===== config.mk =====
export PLATFORM = sky130hd
export DESIGN_NAME = tdm_demux
export DESIGN_NICKNAME = d
export VERILOG_FILES = /design/src/rtl/tdm_demux.sv
export SDC_FILE = /design/constraint.sdc
export NUM_CORES = 1
export LEC_CHECK = 0
export CORE_UTILIZATION = 51
export DETAILED_ROUTE_END_ITERATION = 10
export GPL_ROUTABILITY_DRIVEN = 0
export HOLD_SLACK_MARGIN = 0.02
export PLACE_DENSITY = 0.89
export SLEW_MARGIN = 10
export SYNTH_ARGS = -nofsm -noshare
export SYNTH_HDL_FRONTEND = slang
export SYNTH_SLANG_ARGS = --single-unit

===== constraint.sdc =====
create_clock -name clk -period 2.8 [get_ports clk]
set_clock_uncertainty 0.15 [all_clocks]
set_input_delay 0.56 -clock clk [delete_from_list [all_inputs] [get_ports clk]]
set_output_delay 0.56 -clock clk [all_outputs]
set_load 0.01 [all_outputs]

===== src/rtl/tdm_demux.sv =====
// tdm_demux: receive-side time-division demultiplexer.
// A serial stream of WIDTH-bit words is split into four parallel channels.
// In framed mode an internal slot counter, aligned by frame_sync, collects
// words into shadow registers, and the whole frame is published at once.
// In direct mode each word is steered straight to the channel named by
// {s2,s1}. All outputs are registered.
`timescale 1ns/1ps

module tdm_demux #(
  parameter int WIDTH = 4
) (
  input  logic             clk,
  input  logic             rst_n,
  input  logic [WIDTH-1:0] din,
  input  logic             din_valid,
  input  logic             frame_sync,
  input  logic             mode,
  input  logic             s1,
  input  logic             s2,
  output logic [WIDTH-1:0] a,
  output logic [WIDTH-1:0] b,
  output logic [WIDTH-1:0] c,
  output logic [WIDTH-1:0] d,
  output logic             out_valid,
  output logic             sync_err,
  output logic [1:0]       slot,
  output logic             locked
);

  typedef enum logic {
    HUNT   = 1'b0,
    LOCKED = 1'b1
  } state_t;

  // Framer state and the registered copy of mode used to spot mode changes.
  state_t     state_reg, state_next;
  logic [1:0] slot_reg, slot_next;
  logic       mode_q_reg;

  // Registered pulse outputs.
  logic out_valid_reg, out_valid_next;
  logic sync_err_reg, sync_err_next;

  // Per-cycle control decoded by the next-state logic.
  logic [2:0] shadow_we;   // write din into shadow slot 0..2
  logic       frame_done;  // slot-3 word arrived: publish the frame
  logic [3:0] direct_we;   // direct-mode write into channel 0..3

  // Effective state/slot after applying a mode-change flush. A change of
  // mode throws away any partial frame before the current word is handled.
  logic       mode_change;
  state_t     cur_state;
  logic [1:0] cur_slot;

  // Gathered views of the per-slot and per-channel registers.
  logic [WIDTH-1:0] shadow_q [3];
  logic [WIDTH-1:0] chan_q   [4];

  assign mode_change = (mode != mode_q_reg);
  assign cur_state   = mode_change ? HUNT : state_reg;
  assign cur_slot    = mode_change ? 2'd0 : slot_reg;

  // Framer state register, slot counter and mode history.
  always_ff @(posedge clk or negedge rst_n) begin
    if (!rst_n) begin
      state_reg  <= HUNT;
      slot_reg   <= 2'd0;
      mode_q_reg <= 1'b0;
    end else begin
      state_reg  <= state_next;
      slot_reg   <= slot_next;
      mode_q_reg <= mode;
    end
  end

  // Next-state and control decode for both modes.
  always_comb begin
    state_next     = cur_state;
    slot_next      = cur_slot;
    shadow_we      = 3'b000;
    frame_done     = 1'b0;
    direct_we      = 4'b0000;
    out_valid_next = 1'b0;
    sync_err_next  = 1'b0;

    if (mode) begin
      // Direct mode keeps the framer parked so a return to framed mode
      // always starts hunting from a clean state.
      state_next = HUNT;
      slot_next  = 2'd0;
      if (din_valid) begin
        direct_we[{s2, s1}] = 1'b1;
        out_valid_next      = 1'b1;
      end
    end else if (din_valid) begin
      unique case (cur_state)
        HUNT: begin
          // Words before the first frame_sync carry no position: drop them.
          if (frame_sync) begin
            shadow_we[0] = 1'b1;
            slot_next    = 2'd1;
            state_next   = LOCKED;
          end
        end
        LOCKED: begin
          if (frame_sync && (cur_slot != 2'd0)) begin
            // Sync arrived mid-frame: abandon the partial frame and
            // restart with this word as slot 0. Outputs are untouched.
            sync_err_next = 1'b1;
            shadow_we[0]  = 1'b1;
            slot_next     = 2'd1;
          end else if (cur_slot == 2'd3) begin
            // Last word of the frame goes straight to d alongside the
            // shadowed a..c, so the frame needs no extra cycle.
            frame_done     = 1'b1;
            out_valid_next = 1'b1;
            slot_next      = 2'd0;
          end else begin
            shadow_we[cur_slot] = 1'b1;
            slot_next           = cur_slot + 2'd1;
          end
        end
        default: begin
          state_next = HUNT;
          slot_next  = 2'd0;
        end
      endcase
    end
  end

  // Shadow registers hold slots 0..2 of the frame being assembled.
  genvar gi;
  generate
    for (gi = 0; gi < 3; gi++) begin : g_shadow
      logic [WIDTH-1:0] shadow_reg;

      // Capture din into this slot when the framer selects it.
      always_ff @(posedge clk or negedge rst_n) begin
        if (!rst_n) begin
          shadow_reg <= '0;
        end else if (shadow_we[gi]) begin
          shadow_reg <= din;
        end
      end

      assign shadow_q[gi] = shadow_reg;
    end
  endgenerate

  // Output channel registers: loaded as a whole frame in framed mode, or
  // individually in direct mode. Channel 3 takes din itself on completion.
  generate
    for (gi = 0; gi < 4; gi++) begin : g_chan
      logic [WIDTH-1:0] chan_reg;
      logic [WIDTH-1:0] frame_word;

      if (gi < 3) begin : g_from_shadow
        assign frame_word = shadow_q[gi];
      end else begin : g_from_din
        assign frame_word = din;
      end

      // Update this channel on frame completion or a direct write.
      always_ff @(posedge clk or negedge rst_n) begin
        if (!rst_n) begin
          chan_reg <= '0;
        end else if (frame_done) begin
          chan_reg <= frame_word;
        end else if (direct_we[gi]) begin
          chan_reg <= din;
        end
      end

      assign chan_q[gi] = chan_reg;
    end
  endgenerate

  // Single-cycle status pulses.
  always_ff @(posedge clk or negedge rst_n) begin
    if (!rst_n) begin
      out_valid_reg <= 1'b0;
      sync_err_reg  <= 1'b0;
    end else begin
      out_valid_reg <= out_valid_next;
      sync_err_reg  <= sync_err_next;
    end
  end

  assign a         = chan_q[0];
  assign b         = chan_q[1];
  assign c         = chan_q[2];
  assign d         = chan_q[3];
  assign out_valid = out_valid_reg;
  assign sync_err  = sync_err_reg;
  assign slot      = slot_reg;
  assign locked    = (state_reg == LOCKED);

endmodule


==> run_results.csv, run 1 <==
group,metric,value,unit
global_route,grt_pass1_wl,5660,um
logic_synthesis,synth.top_cell.area_share,0.515,
setup_path,worstReg2RegEnd,"g_chan[0].frame_word[1]$_DFFE_PN0P_",
cts,cts_root_buf,"clkbuf_4",
logic_synthesis,synth_edf_count,0,
logic_synthesis,yosys-top-cells-count,"dfrtp_1 (34), nor2_1 (15), a21oi_1 (14), mux2_4 (12), mux2i_1 (12)",
placed_design,placed_cells,205,
timing,slew_viol_final,0,
global_route,grt_usage,0.231,
power_and_ir_drop,intPower,0.000828,W
setup_path,rr_startpoint,"mode_q_reg$_DFF_PN0_",
timing,worstMarginPinSlew,418,ps
logic_synthesis,syn_nets,144,
cells_and_area,final_area,0.00207,mm^2
worst_hold_path,min_path_type,"reg2reg",
timing,finalSetupViolCount,0,
setup_path,critical-path-top-delay-family,"simple AND/OR/NAND/NOR gates",
die,initial_core_util,0.541,
timing,finalHoldViolations,0,
setup_path,startpoint_type,"input port",
setup_path,max_stage_delay,440,ps
setup_path,worstPathRequired,2870,ps
cts,htree_num_levels,2,
logic_synthesis,ys_warn_count,0,
cts,post_cts_buffers,0,
logic_synthesis,synth_ff_type,"dfrtp_1",
cells_and_area,utilization,0.678,
drt,via_count,1107,
power_and_ir_drop,ir_drop,0.311,mV
global_route,met2_usage,0.396,
setup_path,end_kind,"register",
power_and_ir_drop,p_sw_frac,0.270,
timing,fin_crit_sh,0.879,
global_route,grt_start_max_net_pins,35,
logic_synthesis,syn_inst,129,
power_and_ir_drop,switchingPower,0.000306,W
logic_synthesis,synth.area.top_cells,"dfrtp_1 (52%), mux2_4 (11%), mux2i_1 (7.3%)",
power_and_ir_drop,pwr-share-seq,0.533,
power_and_ir_drop,clkPwrFrac,0.215,
run,cap_violations,0,
global_route,busiest_layer,"met2",
cts,clk_latency,340,ps
die,rows,20,
global_route,grt_use_met3,0.0462,
die,dieArea,0.00347,mm^2
run_status,outcome,"complete, no violations",
logic_synthesis,netlist_area,0.00165,mm^2
power_and_ir_drop,comb_power_share,0.253,
die,die_w,58.9,um
logic_synthesis,synth_area_leader_cell,"dfrtp_1",
timing,period_needed,2460,ps
setup_path,worst-path-buf-inv,2,
logic_synthesis,syn_avg_cell_area,12.8,um^2
setup_path,reg2reg_depth,8,
logic_synthesis,synthArstFlopShare,1.00,
cts,cts_tree,"done",
drt,drcViolationCount,0,
global_route,gr-total-overflow,0,
cells_and_area,n_antenna_cell,0,
setup_path,crit_start,"mode",
setup_path,reg2reg_slack,570,ps
cells_and_area,drive_gt1_frac,0.208,
timing,clock.fmax,406,MHz
logic_synthesis,synth.most_common_cell,"dfrtp_1",
drt,drt-total-wl,3490,um
power_and_ir_drop,finalPower,0.00113,W
power_and_ir_drop,p_leak,1.06,nW
timing,rsz0062_at_grt,"no",
logic_synthesis,ys_seq_elements,34,
timing,setup_tns,0,ps
setup_path,arrival,2530,ps
placed_design,post-dp-hpwl,2540,um
cells_and_area,fin_nets,183,
logic_synthesis,seq_area_frac_synth,0.515,
drt,wl_per_cell,16.5,um
setup_path,cp_slowest_cell,"clkdlybuf4s50_1",
global_route,grt_antenna_before_repair,0,
placed_design,port_buffers,31,
power_and_ir_drop,p_per_area,547,mW/mm^2
global_route,grt_use_met1,0.267,
cts,cts_resized,0,
drt,drtIter0Drc,40,
logic_synthesis,ys_types,28,
cts,clockBufferDepth,2,
cts,clkSinkCount,34,
drt,via_per_inst,5.22,
cells_and_area,largest_register_ffs,12,
setup_path,worstPathMaxFanout,4,
setup_path,path_cells,"clkdlybuf4s50_1 -> xnor2_1 -> and2_1 -> inv_1 -> ha_1 -> nand2b_1 -> nor2b_4 -> nand2_4 -> mux2_4",
drt,drtPass1Iterations,4,
cells_and_area,synthToLayoutAreaGrowth,25.4,%
setup_path,worstSetupPathType,"in2reg",
die,pin_count,32,
cells_and_area,final_cells,212,
global_route,first_global_vias,1172,
cts,cts.clk_slew.worst_paths,100,ps
die,coreArea,0.00305,mm^2
setup_path,endpoint,"g_chan[1].frame_word[3]$_DFFE_PN0P_",
die,die_h,58.9,um
placed_design,place_area,0.00203,mm^2
timing,relSlewSlack,0.721,
cts,hold_buffers,0,
setup_path,path_depth,9,
drt,ant_nets,0,
cts,cts_buffers,5,
power groups by stage:
stage,logic [W],registers (W),clock network (W)
final,0.000287,0.000604,0.000243
after global routing,0.000309,0.000612,0.000270
after CTS,0.000290,0.000603,0.000254
after detailed placement,0.000289,0.000613,0
after global placement,0.000278,0.000607,0
after floorplan,0.000103,0.000631,0
routing by layer:
| layer | routed length (um) | vias to the layer above | part of all wire |
|---|---|---|---|
| li1 | - | 524 | - |
| met1 | 1410 | 549 | 0.40 |
| met2 | 1890 | 22 | 0.54 |
| met3 | 82 | 12 | 0.023 |
| met4 | 115 | 0 | 0.033 |
| met5 | 0 | - | 0 |
cell usage in the layout, fill, tap and decap left out:
cell type / Yosys / final
nand4b_4: 1 / 1
nand2_1: 6 / 6
nand4b_1: 2 / 2
xor2_1: 1 / 1
nor2_2: 1 / 1
nor3_4: 1 / 1
clkbuf_4: 0 / 5
clkbuf_1: 0 / 2
xnor2_1: 1 / 1
buf_4: 1 / 5
ha_1: 4 / 4
mux2_2: 4 / 4
nand2_4: 2 / 2
and2_1: 1 / 1
o21a_4: 1 / 1
nand2b_1: 3 / 3
nand4bb_4: 1 / 1
inv_1: 3 / 3
mux2i_1: 12 / 12
nand3_1: 1 / 1
mux2_4: 12 / 12
dfrtp_1: 34 / 34
nor2_1: 15 / 15
o21ai_0: 2 / 2
o21a_1: 1 / 1
a21oi_1: 14 / 14
nor2b_4: 1 / 1
a21oi_2: 1 / 1
clkdlybuf4s50_1: 0 / 31
metrics by stage:
stage	hold slack, ps	setup slack, ps
after floorplan	114	442
after CTS	372	343
after global placement	340	116
final	369	338
after detailed placement	346	-13.3
after global routing	376	230
kinds of logic (layout without fill, tap and decap cells):
| logic type | count (synthesis) | in the layout | synth area share |
|---|---|---|---|
| muxes | 28 | 28 | 0.209 |
| and+or+nand+nor | 35 | 35 | 0.143 |
| adders and majority gates | 4 | 4 | 0.0303 |
| AOI/OAI and AO/OA | 19 | 19 | 0.0674 |
| xor gates and xnor gates | 2 | 2 | 0.0106 |
| buffers and inverters | 7 | 46 | 0.0242 |
| DFF | 34 | 34 | 0.515 |
how the worst min path moves through the flow:
stage,from,end,slack [ps],depth (start not counted)
floorplan,rst_n,a[0]$_DFFE_PN0P_,110,0
global placement,g_chan[0].frame_word[1]$_DFFE_PN0P_,g_chan[0].frame_word[1]$_DFFE_PN0P_,340,1
CTS,d[3]$_DFFE_PN0P_,d[3]$_DFFE_PN0P_,370,1
detailed placement,d[3]$_DFFE_PN0P_,d[3]$_DFFE_PN0P_,350,1
global route,d[3]$_DFFE_PN0P_,d[3]$_DFFE_PN0P_,380,1
finish,d[2]$_DFFE_PN0P_,d[2]$_DFFE_PN0P_,370,1
area by class of cell:
class / count / area (um^2)
Timing Repair Buffer: 36 / 348
Tap cell: 44 / 55.1
Sequential cell: 34 / 851
Fill cell: 232 / 982
Multi-Input combinational cell: 88 / 761
Inverter: 3 / 11.3
Clock buffer: 7 / 45.0
Power figures use the tool's default switching activity.
==> run 2: changes to the inputs <==
--- a/config.mk
+++ b/config.mk
@@ -9,6 +9,7 @@
 export DETAILED_ROUTE_END_ITERATION = 10
 export GPL_ROUTABILITY_DRIVEN = 0
 export HOLD_SLACK_MARGIN = 0.02
+export MAX_ROUTING_LAYER = met4
 export PLACE_DENSITY = 0.89
 export SLEW_MARGIN = 10
 export SYNTH_ARGS = -nofsm -noshare
==> run_results.csv, run 2 (synthesis results as in run 1) <==
group,metric,value,unit
run_status,outcome,"complete, no violations",
cts,cts_root_buf,"clkbuf_4",
setup_path,worstReg2RegEnd,"g_chan[0].frame_word[1]$_DFFE_PN0P_",
cells_and_area,synthToLayoutAreaGrowth,25.4,%
cells_and_area,n_antenna_cell,0,
setup_path,worstPathRequired,2870,ps
timing,fin_crit_sh,0.878,
drt,via_count,1109,
global_route,gr-total-overflow,0,
cts,htree_num_levels,2,
timing,relSlewSlack,0.717,
timing,finalHoldViolations,0,
timing,worst_slack,342,ps
drt,wl_per_cell,16.4,um
placed_design,port_buffers,31,
cts,cts_tree,"done",
die,dieArea,0.00347,mm^2
setup_path,rr_startpoint,"mode_q_reg$_DFF_PN0_",
timing,period_needed,2460,ps
drt,drcViolationCount,0,
drt,via_per_inst,5.23,
worst_hold_path,hold_depth,1,
power_and_ir_drop,p_leak,1.06,nW
placed_design,place_area,0.00203,mm^2
setup_path,end_kind,"register",
run,cap_violations,0,
drt,ant_nets,0,
cells_and_area,fin_nets,183,
die,coreArea,0.00305,mm^2
cells_and_area,utilization,0.678,
setup_path,arrival,2530,ps
cells_and_area,layout_common_cells,"dfrtp_1 (34), clkdlybuf4s50_1 (31), nor2_1 (15)",
setup_path,worstSetupPathType,"in2reg",
global_route,first_global_vias,1168,
drt,drtIter0Drc,32,
cells_and_area,final_common_cell,"dfrtp_1",
timing,setup_tns,0,ps
die,pin_count,32,
setup_path,startpoint_type,"input port",
power_and_ir_drop,p_per_area,548,mW/mm^2
global_route,grt_pass1_wl,5670,um
timing,finalSetupViolCount,0,
cts,clkSinkCount,34,
cells_and_area,final_area,0.00207,mm^2
power_and_ir_drop,ir_drop,0.311,mV
global_route,grt_antenna_before_repair,0,
setup_path,reg2reg_slack,580,ps
cts,clockBufferDepth,2,
cts,hold_buffers,0,
worst_hold_path,hold_path_end,"d[2]$_DFFE_PN0P_",
cells_and_area,largest_register_ffs,12,
cts,post_cts_buffers,0,
drt,drt-total-wl,3490,um
cts,cts.clk_slew.worst_paths,100,ps
cells_and_area,drive_gt1_frac,0.208,
die,die_h,58.9,um
timing,rsz0062_at_grt,"no",
cts,cts_buffers,5,
placed_design,post-dp-hpwl,2540,um
timing,slew_viol_final,0,
worst_hold_path,min_path_type,"reg2reg",
drt,drtPass1Iterations,4,
timing,clock.fmax,407,MHz
placed_design,post-place-ws,-13.3,ps
worst_hold_path,min_from,"d[2]$_DFFE_PN0P_",
cells_and_area,final_cells,212,
global_route,grt_usage,0.239,
timing,worstMarginPinSlew,425,ps
setup_path,reg2reg_depth,8,
cts,clk_latency,340,ps
global_route,grt_start_max_net_pins,35,
die,rows,20,
die,initial_core_util,0.541,
cts,cts_resized,0,
placed_design,placed_cells,205,
die,die_w,58.9,um
setup_path,worstPathMaxFanout,4,
-- run 2: cell counts in the layout (fill, tap and decap cells not counted) --
Identical to the previous run, type by type.
-- run 2: worst max-delay path: stages --
cell,delay (ps)
clkdlybuf4s50_1,440
xnor2_1,220
and2_1,190
inv_1,70
ha_1,210
nand2b_1,220
nor2b_4,190
nand2_4,110
mux2_4,310
-- run 2: layout make-up --
cell class	instances	area (um^2)
multi-input combinational	88	761
clock buffer	7	45.0
inverter	3	11.3
timing repair buffer	36	348
fill	232	982
tap	44	55.1
sequential	34	851
-- run 2: how the worst max path moves through the flow --
stage | from | endpoint | cells after the start
6_report | mode | g_chan[1].frame_word[3]$_DFFE_PN0P_ | 9
3_3_place_gp | mode | d[3]$_DFFE_PN0P_ | 9
2_1_floorplan | mode | d[0]$_DFFE_PN0P_ | 9
5_1_grt | mode | a[2]$_DFFE_PN0P_ | 10
4_1_cts | mode | g_chan[1].frame_word[3]$_DFFE_PN0P_ | 9
3_5_place_dp | mode | g_chan[1].frame_word[2]$_DFFE_PN0P_ | 9
-- run 2: layer usage --
metal / global-route usage / vias up / routed length, um
met2: 0.396 / 25 / 1910
met3: 0.0462 / 11 / 88
li1: - / 525 / -
met4: 0.136 / 0 / 101
met1: 0.268 / 548 / 1380
met5: - / - / 0
-- run 2: stage by stage --
stage,hold WS (ps),power [W]
after floorplan,114,0.000734
after global placement,340,0.000885
after detailed placement,346,0.000901
after CTS,372,0.00115
after global routing,376,0.00119
final,369,0.00113
-- run 2: power breakdown --
group          switching [W]  internal (W)
Clock               0.000150     0.0000945
Sequential         0.0000426      0.000561
Combinational       0.000114      0.000173
Total               0.000306      0.000828
